--- src/rtl/mem_stage_sb.sv ---
// mem_stage_sb: memory pipeline stage with a FIFO store buffer, exact-match load forwarding
// and a single-outstanding memory port shared by loads and store-buffer drains.
module mem_stage_sb #(
  parameter int DATA_W = 32,
  parameter int RADDR_W = 6,
  parameter int SB_DEPTH = 4,
  localparam int PW = $clog2(SB_DEPTH),
  localparam int CW = PW + 1
) (
  input  logic               clk,
  input  logic               reset,
  input  logic               stall,
  input  logic               in_valid,
  input  logic               in_load,
  input  logic               in_store,
  input  logic [1:0]         in_size,
  input  logic               in_sign,
  input  logic [DATA_W-1:0]  in_addr,
  input  logic [DATA_W-1:0]  in_wdata,
  input  logic [DATA_W-1:0]  in_result,
  input  logic               in_regwe,
  input  logic [RADDR_W-1:0] in_regwaddr,
  output logic               busy,
  output logic               out_valid,
  output logic               out_regwe,
  output logic [RADDR_W-1:0] out_regwaddr,
  output logic [DATA_W-1:0]  out_wbdata,
  output logic [CW-1:0]      sb_count,
  output logic               mem_req,
  output logic               mem_we,
  output logic [DATA_W-1:0]  mem_addr,
  output logic [DATA_W-1:0]  mem_wdata,
  output logic [1:0]         mem_size,
  input  logic               mem_ack,
  input  logic [DATA_W-1:0]  mem_rdata
);
  typedef enum logic [1:0] {IDLE, LOAD_WAIT, DRAIN_WAIT, FLUSH} state_t;
  typedef struct packed {
    logic valid, load, store;
    logic [1:0] size;
    logic sign;
    logic [DATA_W-1:0] addr, wdata, result;
    logic regwe;
    logic [RADDR_W-1:0] regwaddr;
  } stage_t;

  stage_t stg_q, stg_d;
  state_t state_q, state_d;
  logic [DATA_W-1:0] sb_addr_q [SB_DEPTH];
  logic [DATA_W-1:0] sb_data_q [SB_DEPTH];
  logic [1:0] sb_size_q [SB_DEPTH];
  logic [PW-1:0] head_q, head_d, tail_q, tail_d;
  logic [CW-1:0] cnt_q, cnt_d;
  logic flush_q, flush_d, ld_done_q, ld_done_d, m_we_q, m_we_d;
  logic [DATA_W-1:0] ld_data_q, ld_data_d, m_addr_q, m_addr_d, m_wdata_q, m_wdata_d;
  logic [1:0] m_size_q, m_size_d;
  logic fwd_hit, conflict, done, mem_ld, ack_ld, cap, push, pop, issue_ld, issue_dr;
  logic [DATA_W-1:0] fwd_data, raw;

  function automatic logic [DATA_W-1:0] ext(input logic [DATA_W-1:0] d, input logic [1:0] sz, input logic sg);
    return sz == 2'b10 ? {{(DATA_W-8){sg & d[7]}}, d[7:0]} :
           sz == 2'b01 ? {{(DATA_W-16){sg & d[15]}}, d[15:0]} : d;
  endfunction

  // Walk oldest to youngest so the youngest same-word entry decides forward vs. flush
  always_comb begin
    fwd_hit = 1'b0;
    conflict = 1'b0;
    fwd_data = '0;
    for (int i = 0; i < SB_DEPTH; i++) begin
      if (CW'(i) < cnt_q && sb_addr_q[head_q + PW'(i)][DATA_W-1:2] == stg_q.addr[DATA_W-1:2]) begin
        fwd_hit = sb_addr_q[head_q + PW'(i)] == stg_q.addr && sb_size_q[head_q + PW'(i)] == stg_q.size;
        conflict = !fwd_hit;
        fwd_data = sb_data_q[head_q + PW'(i)];
      end
    end
  end

  always_comb begin
    ack_ld = state_q == LOAD_WAIT && mem_ack;
    pop = state_q == DRAIN_WAIT && mem_ack;
    done = stg_q.store ? cnt_q != CW'(SB_DEPTH) : stg_q.load ? fwd_hit | ld_done_q | ack_ld : 1'b1;
    busy = stg_q.valid & ~done;
    out_valid = stg_q.valid & done & ~stall;
    cap = ~stall & ~busy;
    push = out_valid & stg_q.store;
    mem_ld = stg_q.valid & stg_q.load & ~fwd_hit & ~ld_done_q;
    raw = fwd_hit ? fwd_data : ld_done_q ? ld_data_q : mem_rdata;
    out_wbdata = stg_q.load ? ext(raw, stg_q.size, stg_q.sign) : stg_q.result;
    out_regwe = out_valid & stg_q.regwe & ~stg_q.store;
    out_regwaddr = stg_q.regwaddr;
    stg_d = cap ? {in_valid, in_load, in_store, in_size, in_sign, in_addr, in_wdata, in_result, in_regwe, in_regwaddr} : stg_q;
    ld_done_d = cap ? 1'b0 : ld_done_q | ack_ld;
    ld_data_d = ack_ld ? mem_rdata : ld_data_q;
    head_d = head_q + PW'(pop);
    tail_d = tail_q + PW'(push);
    cnt_d = cnt_q + CW'(push) - CW'(pop);
  end

  // flush_q keeps a conflicting load waiting until the whole buffer has drained
  always_comb begin
    state_d = state_q;
    flush_d = flush_q;
    m_we_d = m_we_q;
    m_addr_d = m_addr_q;
    m_wdata_d = m_wdata_q;
    m_size_d = m_size_q;
    issue_ld = 1'b0;
    issue_dr = 1'b0;
    case (state_q)
      IDLE: begin
        if (mem_ld && !stall) begin
          if (conflict || flush_q) begin
            state_d = FLUSH;
            flush_d = 1'b1;
          end else issue_ld = 1'b1;
        end else issue_dr = cnt_q != '0;
      end
      FLUSH: begin
        issue_dr = cnt_q != '0;
        issue_ld = cnt_q == '0;
      end
      default: state_d = mem_ack ? IDLE : state_q;
    endcase
    if (issue_ld) begin
      state_d = LOAD_WAIT;
      flush_d = 1'b0;
      m_we_d = 1'b0;
      m_addr_d = stg_q.addr;
      m_wdata_d = '0;
      m_size_d = stg_q.size;
    end
    if (issue_dr) begin
      state_d = DRAIN_WAIT;
      m_we_d = 1'b1;
      m_addr_d = sb_addr_q[head_q];
      m_wdata_d = sb_data_q[head_q];
      m_size_d = sb_size_q[head_q];
    end
  end

  assign mem_req = state_q == LOAD_WAIT || state_q == DRAIN_WAIT;
  assign mem_we = m_we_q;
  assign mem_addr = m_addr_q;
  assign mem_wdata = m_wdata_q;
  assign mem_size = m_size_q;
  assign sb_count = cnt_q;

  always_ff @(posedge clk or negedge reset) begin
    if (!reset) begin
      stg_q <= '0;
      state_q <= IDLE;
      head_q <= '0;
      tail_q <= '0;
      cnt_q <= '0;
      flush_q <= 1'b0;
      ld_done_q <= 1'b0;
      ld_data_q <= '0;
      m_we_q <= 1'b0;
      m_addr_q <= '0;
      m_wdata_q <= '0;
      m_size_q <= '0;
    end else begin
      stg_q <= stg_d;
      state_q <= state_d;
      head_q <= head_d;
      tail_q <= tail_d;
      cnt_q <= cnt_d;
      flush_q <= flush_d;
      ld_done_q <= ld_done_d;
      ld_data_q <= ld_data_d;
      m_we_q <= m_we_d;
      m_addr_q <= m_addr_d;
      m_wdata_q <= m_wdata_d;
      m_size_q <= m_size_d;
    end
  end

  always_ff @(posedge clk) begin
    if (push) begin
      sb_addr_q[tail_q] <= stg_q.addr;
      sb_data_q[tail_q] <= stg_q.wdata;
      sb_size_q[tail_q] <= stg_q.size;
    end
  end
endmodule
--- config.mk ---
export PLATFORM = sky130hd
export DESIGN_NAME = mem_stage_sb
export DESIGN_NICKNAME = d
export VERILOG_FILES = /design/src/rtl/mem_stage_sb.sv
export SDC_FILE = /design/constraint.sdc
export NUM_CORES = 1
export LEC_CHECK = 0
export BUFFER_PORTS_ARGS = -buffer_cell sky130_fd_sc_hd__buf_2
export CAP_MARGIN = 15
export CELL_PAD_IN_SITES_DETAIL_PLACEMENT = 0
export CELL_PAD_IN_SITES_GLOBAL_PLACEMENT = 1
export CORE_AREA = 2 2 271 339
export DETAILED_ROUTE_END_ITERATION = 16
export DIE_AREA = 0 0 273 341
export PLACE_DENSITY = 0.53
export SETUP_SLACK_MARGIN = 0.3
export SYNTH_ARGS = -nofsm -noshare
export SYNTH_HDL_FRONTEND = slang
export SYNTH_SLANG_ARGS = --single-unit
--- constraint.sdc ---
create_clock -name clk -period 7.4 [get_ports clk]
set_input_delay 0.74 -clock clk [delete_from_list [all_inputs] [get_ports clk]]
set_output_delay 0.74 -clock clk [all_outputs]
set_load 0.02 [all_outputs]
### Word-level counts from Yosys, hierarchy flattened

Memories as Yosys holds them, arrays and structs flattened.
Cells that the tools add are included.

| storage, ports and cells | value |
|---|---|
| bits in registers | 219 |
| bits in writable memories | 264 |
| output and inout bits | 112 |
| word-level logic and storage cells | 150 |
| memories | 3 |

Memory list:

| name | words | bits a word | read ports | clocked after memory_dff | wr ports | line | text |
|---|---|---|---|---|---|---|---|
| sb_addr_q | 4 | 32 | 4 | 0 | 1 | 49 | `logic [DATA_W-1:0] sb_addr_q [SB_DEPTH];` |
| sb_data_q | 4 | 32 | 4 | 0 | 1 | 50 | `logic [DATA_W-1:0] sb_data_q [SB_DEPTH];` |
| sb_size_q | 4 | 2 | 4 | 0 | 1 | 51 | `logic [1:0] sb_size_q [SB_DEPTH];` |

| cells by class | value |
|---|---|
| add/subtract/negate cells | 7 |
| $lt $le $gt $ge | 4 |
| equal/unequal tests | 21 |
| multiplexer cells | 45 |
| bitwise operators | 21 |
| reduce and logical (&&, ||, !) cells | 28 |

Operators by type and width:

| cell | count |
|---|---|
| $mux W32 | 13 |
| $eq A32 B32 Y1 | 4 |
| $eq A30 B30 Y1 | 4 |
| $mux W1 | 22 |
| $mux W2 | 7 |
| $and A1 B1 Y1 | 12 |
| $logic_and A1 B1 Y1 | 11 |
| $eq A2 B2 Y1 | 4 |
| $ne A4 B4 Y1 const B | 2 |
| $reduce_bool A2 Y1 | 4 |
| $eq A2 B2 Y1 const B | 3 |
| $lt A1 B3 Y1 const A | 2 |
| $lt A2 B3 Y1 const A | 2 |
| $ne A3 B3 Y1 const B | 2 |
| $not A1 Y1 | 6 |
| $logic_not A1 Y1 | 5 |
| $add A2 B1 Y2 | 2 |
| $add A2 B2 Y2 const B | 2 |
| $eq A2 B1 Y1 const B | 2 |
| $pmux W1 S2 | 2 |
| $pmux W2 S2 | 1 |
| $reduce_and A4 Y1 | 1 |
| $reduce_bool A4 Y1 | 1 |
| $add A3 B1 Y3 | 1 |
| 8 further kinds | 11 |

### Logic depth before layout (Yosys ltp)

Gate-level depths: netlist of run 1.
An unclocked memory read counts as a cell.

| depth | value |
|---|---|
| depth after elaboration | 16 |
| gate-level depth with buffers | 19 |

### Least setup slack after synthesis of run 1

No wires, ideal clock.

| timing | value |
|---|---|
| path kind | input port to flip-flop |
| start | input stall |
| end | memory sb_addr_q[0][0] (enable) |
| setup time | 0.571 ns |
| arrival | 5.448 ns |
| required time | 6.829 ns |
| slack | 1.381 ns |
| cell stages on the path | 3 |
| cell sequence | nor2b_1 > nand3_1 > nor3_1 |

| on the way | value |
|---|---|
| word-level cells in the longest chain between the ends | 5 |

RTL lines:

| item | line | text |
|---|---|---|
| start, declared | 12 | `input logic stall,` |
| $not A1 Y1 | 84 | `out_valid = stg_q.valid & done & ~stall;` |
| $and A1 B1 Y1 | 84 |  |
| $and A1 B1 Y1 | 86 | `push = out_valid & stg_q.store;` |
| $mux W1 | 180 | `if (push) begin` |
| $mux W1 (implied by the code) | 181 | `sb_addr_q[tail_q] <= stg_q.addr;` |
| end, declared | 49 |  |

No other way between the ends.

### Final worst setup path of run 1

| timing | value |
|---|---|
| start | register head_q[1] |
| end | output out_wbdata[19] |

| on the way | value |
|---|---|
| word-level cells in the longest chain between the ends | 12 |
| elaborated cells on any way between the ends | 40 |

RTL lines:

| item | line | text |
|---|---|---|
| start, declared | 52 | `logic [PW-1:0] head_q, head_d, tail_q, tail_d;` |
| start signal, assigned | 153 | `head_q <= '0;` |
| start signal, assigned | 166 | `head_q <= head_d;` |
| $add A2 B1 Y2, or another cell as far along | 71, 72, 74 |  |
| $mem_v2 Z4 W32, or another cell as far along | - |  |
| $eq A32 B32 Y1, or another cell as far along | 72 | `fwd_hit = sb_addr_q[head_q + PW'(i)] == stg_q.addr && sb_size_q[head_q + PW'(i)] == stg_q.size;` |
| $logic_and A1 B1 Y1, or another cell as far along | 72 |  |
| $mux W1 / $mux W32 (equally long branches) (3 in a row) | 71 | `if (CW'(i) < cnt_q && sb_addr_q[head_q + PW'(i)][DATA_W-1:2] == stg_q.addr[DATA_W-1:2]) begin` |
| $mux W32 (*) | 88 | `raw = fwd_hit ? fwd_data : ld_done_q ? ld_data_q : mem_rdata;` |
| $and A1 B1 Y1 | 62 | `sz == 2'b01 ? {{(DATA_W-16){sg & d[15]}}, d[15:0]} : d;` |
| $mux W32 | 62 |  |
| $mux W32 (*) | 61 | `return sz == 2'b10 ? {{(DATA_W-8){sg & d[7]}}, d[7:0]} :` |
| $mux W32 (*) | 89 | `out_wbdata = stg_q.load ? ext(raw, stg_q.size, stg_q.sign) : stg_q.result;` |
| end, declared | 27 | `output logic [DATA_W-1:0] out_wbdata,` |

Every way passes the cells marked *; elsewhere a longest branch is shown, timed or not.

==> impl_metrics.yaml, run 1 <==
clock_network:
  tritoncts: "yes"
  numCtsBuffers: 57
  h-tree-depth: 2
  clock_latency_ns: 0.64
  cts_sinks: 483
  cts.clk_slew.worst_paths_ns: 0.06
  cts_max_path_buffers: 3
  root_buffer: "clkbuf_16"
sta:
  final.setup.tns_ns: 0
  fin_crit_ns: 6.790
  setup_viol: 0
  rsz0062_at_grt: "no"
  max_freq_ghz: 0.1473
  tightest_slew_ns: 1.056
  hold_violations: 0
  skew_ns: 0.03426
  timing.final.crit_share: 0.9176
  drv_slew: 0
  relSlewSlack: 0.2935
synthesis:
  synth_edf_count: 264
  syn_nets: 2388
  netlist_instances: 2232
  synthFlopType: "edfxtp_1"
  synth_top_area_share: 0.2965
  syn_avg_cell_area_um2: 11.98
  ys_warn_count: 0
  ys_types: 82
  synth_top_area_cell: "edfxtp_1"
  syn_area_mm2: 0.02674
  postSynth.asyncResetShare: 0.4534
  synth_seq_cells: 483
  synth-seq-area-share: 0.5015
  synthTopCellsByArea: "edfxtp_1 30%, dfrtp_1 20%, mux2i_1 9.2%"
floorplanning:
  core_area_mm2: 0.08988
  pin_count: 257
  initial_core_util: 0.2975
  die-area_mm2: 0.09309
  die_x_um: 273
  die_h_um: 341
  row_count: 123
run:
  cap_violations: 0
setup_path:
  crit_required_ns: 6.66
  start_kind: "flop"
  cp.arrival_ns: 6.05
  critPathCaptureType: "output port"
  criticalPathCategory: "reg -> out"
  critPathMaxFanout: 31
global_route:
  grt_pass1_wl_um: 126300
  grt_pass1_vias: 19350
  grt_max_degree: 205
  grt.overflow.total: 0
  antenna_found_initial: 5
  grt_use_total: 0.1802
drt:
  viasPerCell: 5.151
  drtAntennaViolNets: 0
  vias: 18740
  drc_errors: 0
  drt_iter0_markers: 1044
  wl_per_cell_um: 23.30
  dr.pass1.iters: 5
  wirelength_um: 84780
power:
  p_per_area_mw_per_mm2: 407.2
  p_leak_uw: 0.01216
  peakVddDrop_v: 0.0002313
  p_total_uw: 12650
finish:
  insertedDiodeCount: 0
  nets: 2558
  final_common_cell: "edfxtp_1"
  final_cell_mix: "264 x edfxtp_1, 255 x buf_2, 245 x mux2i_1, 216 x dfrtp_1, 208 x mux2_2"
  area_growth_syn_to_layout_pct: 16.24
  drive_above_1_share: 0.2950
status:
  outcome: "complete, no violations"
place:
  dp_hpwl_um: 58810
  routabilityCongestion: 0.8306
  port_buffers: 256
min_path:
  worstHoldPathType: "in -> async"
==> report_power, final <==
group	leakage [uW]	total (uW)	switching, uW	internal [uW]
Combinational	0.00618	5470	3250	2220
Sequential	0.00501	4190	662	3530
Clock	0.000973	2990	1210	1780
Total	0.0122	12700	5120	7530
==> metrics by stage <==
stage	hold WS, ns	utilization	setup WS [ns]	cell area, um2	std cells
after floorplan	0.4444	-	1.381	26740	2232
after global placement	0.4602	0.3232	1.316	29050	3529
after detailed placement	0.4708	0.3232	1.244	29050	3529
after CTS	0.1543	0.3455	0.5153	31050	3637
after global routing	0.1836	0.3458	0.3459	31080	3638
final	0.1225	0.3458	0.6095	31080	3638
==> Yosys cell counts, types with 36 or more instances <==
cell type and instances:
a211oi_1 36, a21oi_1 110, clkbuf_1 95, dfrtp_1 219, edfxtp_1 264, mux2_2 208, mux2i_1 246, mux4_2 54
nand2_1 202, nand3_1 48, nor2_1 89, o21ai_0 117, xnor2_1 82, xor2_1 57
==> final timing paths <==
| kind | start | end | slack, ns | cells past startpoint |
|---|---|---|---|---|
| worst max-delay path | head_q[1] | out_wbdata[19] | 0.61 | 16 |
| worst min-delay path | reset | stg_q[57] | 0.12 | 1 |
| worst max register to register | head_q[1] | stg_q[95] | 1.43 | 14 |
| worst min register to register | flush_q | flush_q | 0.49 | 1 |
| max in group asynchronous | reset | mem_addr[1] | 5.85 | 2 |
| min in group clk | in_wdata[12] | stg_q[51] | 0.33 | 2 |
==> routing by layer <==
metal | up-vias | GRT usage | part of all wire
met5 | - | 0 | 0.00027
li1 | 8679 | - | -
met3 | 124 | 0.02526 | 0.042
met1 | 9483 | 0.2244 | 0.42
met4 | 4 | 0.06011 | 0.033
met2 | 449 | 0.3190 | 0.50
==> final cells by class <==
type / count / area, um2
fill: 8962 / 58800
sequential: 483 / 13420
multi-input combinational: 1536 / 12390
timing repair buffer: 303 / 1707
clock buffer: 81 / 1662
tap: 1187 / 1485
clock inverter: 27 / 342.8
inverter: 21 / 80.08
==> critical path: stages, from the launching register on <==
cell	delay (ns)
dfrtp_4	0.78
buf_4	0.47
mux2i_1	0.38
xnor2_1	0.17
a21oi_1	0.08
or4_1	0.57
nor4_1	0.65
buf_4	0.25
nand2_1	0.05
buf_4	0.21
a21o_2	0.26
a21o_2	0.33
mux2i_1	0.44
a221oi_4	0.12
buf_12	0.18
a211oi_1	0.22
buf_2	0.21
==> flip-flops by register name, indices dropped and copies added, names as in the netlist <==
name          count
out_regwaddr      6
sb_data_q       128
mem_size          2
sb_count          3
ld_done_q         1
flush_q           1
mem_wdata        32
mem_addr         32
mem_we            1
head_q            2
sb_addr_q       128
stg_q           103
sb_size_q         8
ld_data_q        32
tail_q            2
state_q           2
==> cell families (layout without fill, tap and decap cells) <==
kind of cell,Yosys count,after routing,share of synthesized area
buffers and inverters,213,432,0.03781
AND/OR/NAND/NOR,465,465,0.08040
XOR/XNOR,139,139,0.04553
flip-flops,483,483,0.5015
adder cells (fa/ha/maj),11,11,0.005428
AO/OA/AOI/OAI,405,405,0.09968
multiplexers,516,516,0.2297
==> what timing repair did <==
item,4_1_cts,5_1_grt
endpoints found under the hold margin,0,0
setup buffers,0,1
hold buffers,0,0
setup endpoints to repair,0,24
resized for setup,0,1
(Power assumes the default switching activity.)
==> run 2, diff against run 1 <==
Clock period 7.4 ns to 6.49 ns, I/O delays scaled along.
==> impl_metrics.yaml, run 2 (synthesis gave the netlist of run 1 again) <==
global_route:
  grt_use_total: 0.1807
  grt_pass1_wl_um: 126300
  grt_pass1_vias: 19370
  grt.overflow.total: 0
  antenna_found_initial: 1
  grt_max_degree: 138
min_path:
  worstHoldStart: "in_regwaddr[5]"
  hold_path_depth: 2
  hold-path-endpoint: "out_regwaddr[5]"
  worstHoldPathType: "in -> reg"
finish:
  final_cell_mix: "264 x edfxtp_1, 255 x buf_2, 244 x mux2i_1, 216 x dfrtp_1, 208 x mux2_2"
  regArea_mm2: 0.01342
  nets: 2576
  largestRegisters: "sb_addr_q: 128 flops, sb_data_q: 128 flops, stg_q: 103 flops"
  final_common_cell: "edfxtp_1"
  stdcell_area_mm2: 0.03132
  area_growth_syn_to_layout_pct: 17.12
  fillers: 9008
  insertedDiodeCount: 0
  multi_input_area_mm2: 0.01244
  drive_above_1_share: 0.3028
setup_path:
  critical_path.top_delay_family: "compound AO/OA/AOI/OAI gates"
  critPathMaxFanout: 43
  critPathLaunch: "head_q[0]"
  path_depth: 16
  r2r_start: "head_q[1]"
  start_kind: "flop"
  critPathCaptureType: "output port"
  path_buf_inv: 5
  criticalPathCategory: "reg -> out"
  crit_required_ns: 5.84
  cp_slowest_cell: "mux4_2"
  critPathMaxStageDelay_ns: 0.59
  r2r_slack_ns: 1.14
  path_cells: "buf_12, buf_4, mux4_2, xor2_1, nor4_1, o2111ai_1, nor4_2, buf_4, nand2b_1, a21o_2, a21o_2, buf_8, a21oi_1, o211ai_1, a211oi_1, buf_2"
  r2r_cells: 14
  cp.arrival_ns: 5.32
  reg2reg_to: "stg_q[46]"
power:
  combPwrFrac: 0.447
  p_per_area_mw_per_mm2: 464.5
  power.share.clock: 0.229
  p_int_uw: 8636
  p_leak_uw: 0.01228
  power.switching_uw: 5910
  p_sw_frac: 0.4063
  seqPwrFrac: 0.324
  peakVddDrop_v: 0.0002247
clock_network:
  root_buffer: "clkbuf_16"
  clock_latency_ns: 0.65
  h-tree-depth: 2
  cts.clk_slew.worst_paths_ns: 0.06
  tritoncts: "yes"
  numCtsBuffers: 55
  cts_sinks: 483
  cts_max_path_buffers: 3
floorplanning:
  die_h_um: 341
  initial_core_util: 0.2975
  die-area_mm2: 0.09309
  pin_count: 257
  core_area_mm2: 0.08988
  row_count: 123
  die_x_um: 273
drt:
  dr.pass1.iters: 5
  drt_iter0_markers: 1079
  drc_errors: 0
  wirelength_um: 85770
  wl_per_cell_um: 23.47
  vias: 18890
  viasPerCell: 5.170
  drtAntennaViolNets: 0
run:
  cap_violations: 0
sta:
  whs_ns: 0.2375
  rsz0062_at_grt: "no"
  drv_slew: 0
  hold_violations: 0
  relSlewSlack: 0.2897
  timing.final.crit_share: 0.9204
  setup_viol: 0
  skew_ns: 0.02911
  max_freq_ghz: 0.1674
  fin_crit_ns: 5.973
  final.setup.tns_ns: 0
  tightest_slew_ns: 1.065
place:
  port_buffers: 256
  dpl_cell_area_mm2: 0.02921
  routabilityCongestion: 0.8529
  dp_hpwl_um: 59870
status:
  outcome: "complete, no violations"
[run 2: cell count changes in the layout (fill, tap and decap cells not counted), sizes merged]
cell         before  now
clkinv           13   19
clkinvlp          4    2
inv              25   22
bufinv            6    8
clkbuf           81   74
dlygate4sd3       0    1
buf             303  322
[run 2: worst max path at each step]
stage	slack, ns	endpoint
CTS	0.34	out_wbdata[24]
global placement	0.77	out_wbdata[24]
finish	0.52	out_wbdata[24]
detailed placement	0.81	out_wbdata[24]
floorplan	0.56	sb_addr_q[0][0]
global route	0.31	out_wbdata[24]
[run 2: power by group through the flow]
stage | combinational (uW) | clock, uW | sequential, uW
after floorplan | 4550 | 0 | 4660
after global placement | 6400 | 0 | 4790
after detailed placement | 6430 | 0 | 4830
after CTS | 6570 | 3450 | 4730
after global routing | 7060 | 3570 | 4820
final | 6500 | 3330 | 4710
[run 2: per-stage QoR]
stage	power [uW]	worst slack (ns)	instances	util
2_1_floorplan	9209	0.5622	2232	-
3_3_place_gp	11190	0.7659	3539	0.3250
3_5_place_dp	11260	0.8058	3539	0.3250
4_1_cts	14750	0.3391	3651	0.3475
5_1_grt	15460	0.3055	3654	0.3484
6_report	14550	0.5168	3654	0.3484
[run 2: repair_timing]
item                                    4_1_cts  5_1_grt
endpoints found under the setup margin       28       27
buffers inserted                              7        3
pin swaps                                     1        2
resized for setup                             7       12
endpoints found under the hold margin        12        0
hold buffers                                  1        0
[run 2: final cells by class]
type                       instances  area share
clock buffer                      74     0.04851
clock inverter                    30     0.01267
inverter                          21    0.002557
multi-input combinational       1536      0.3974
sequential                       483      0.4284
tap                             1187     0.04743
timing repair buffer             323     0.06305
[run 2: metal layers]
metal	global-route usage	vias to the layer above	wire [um]
met2	0.3185	571	43070
met5	0	-	13
li1	-	8681	-
met1	0.2257	9508	35860
met4	0.06068	2	2767
met3	0.02575	131	4067
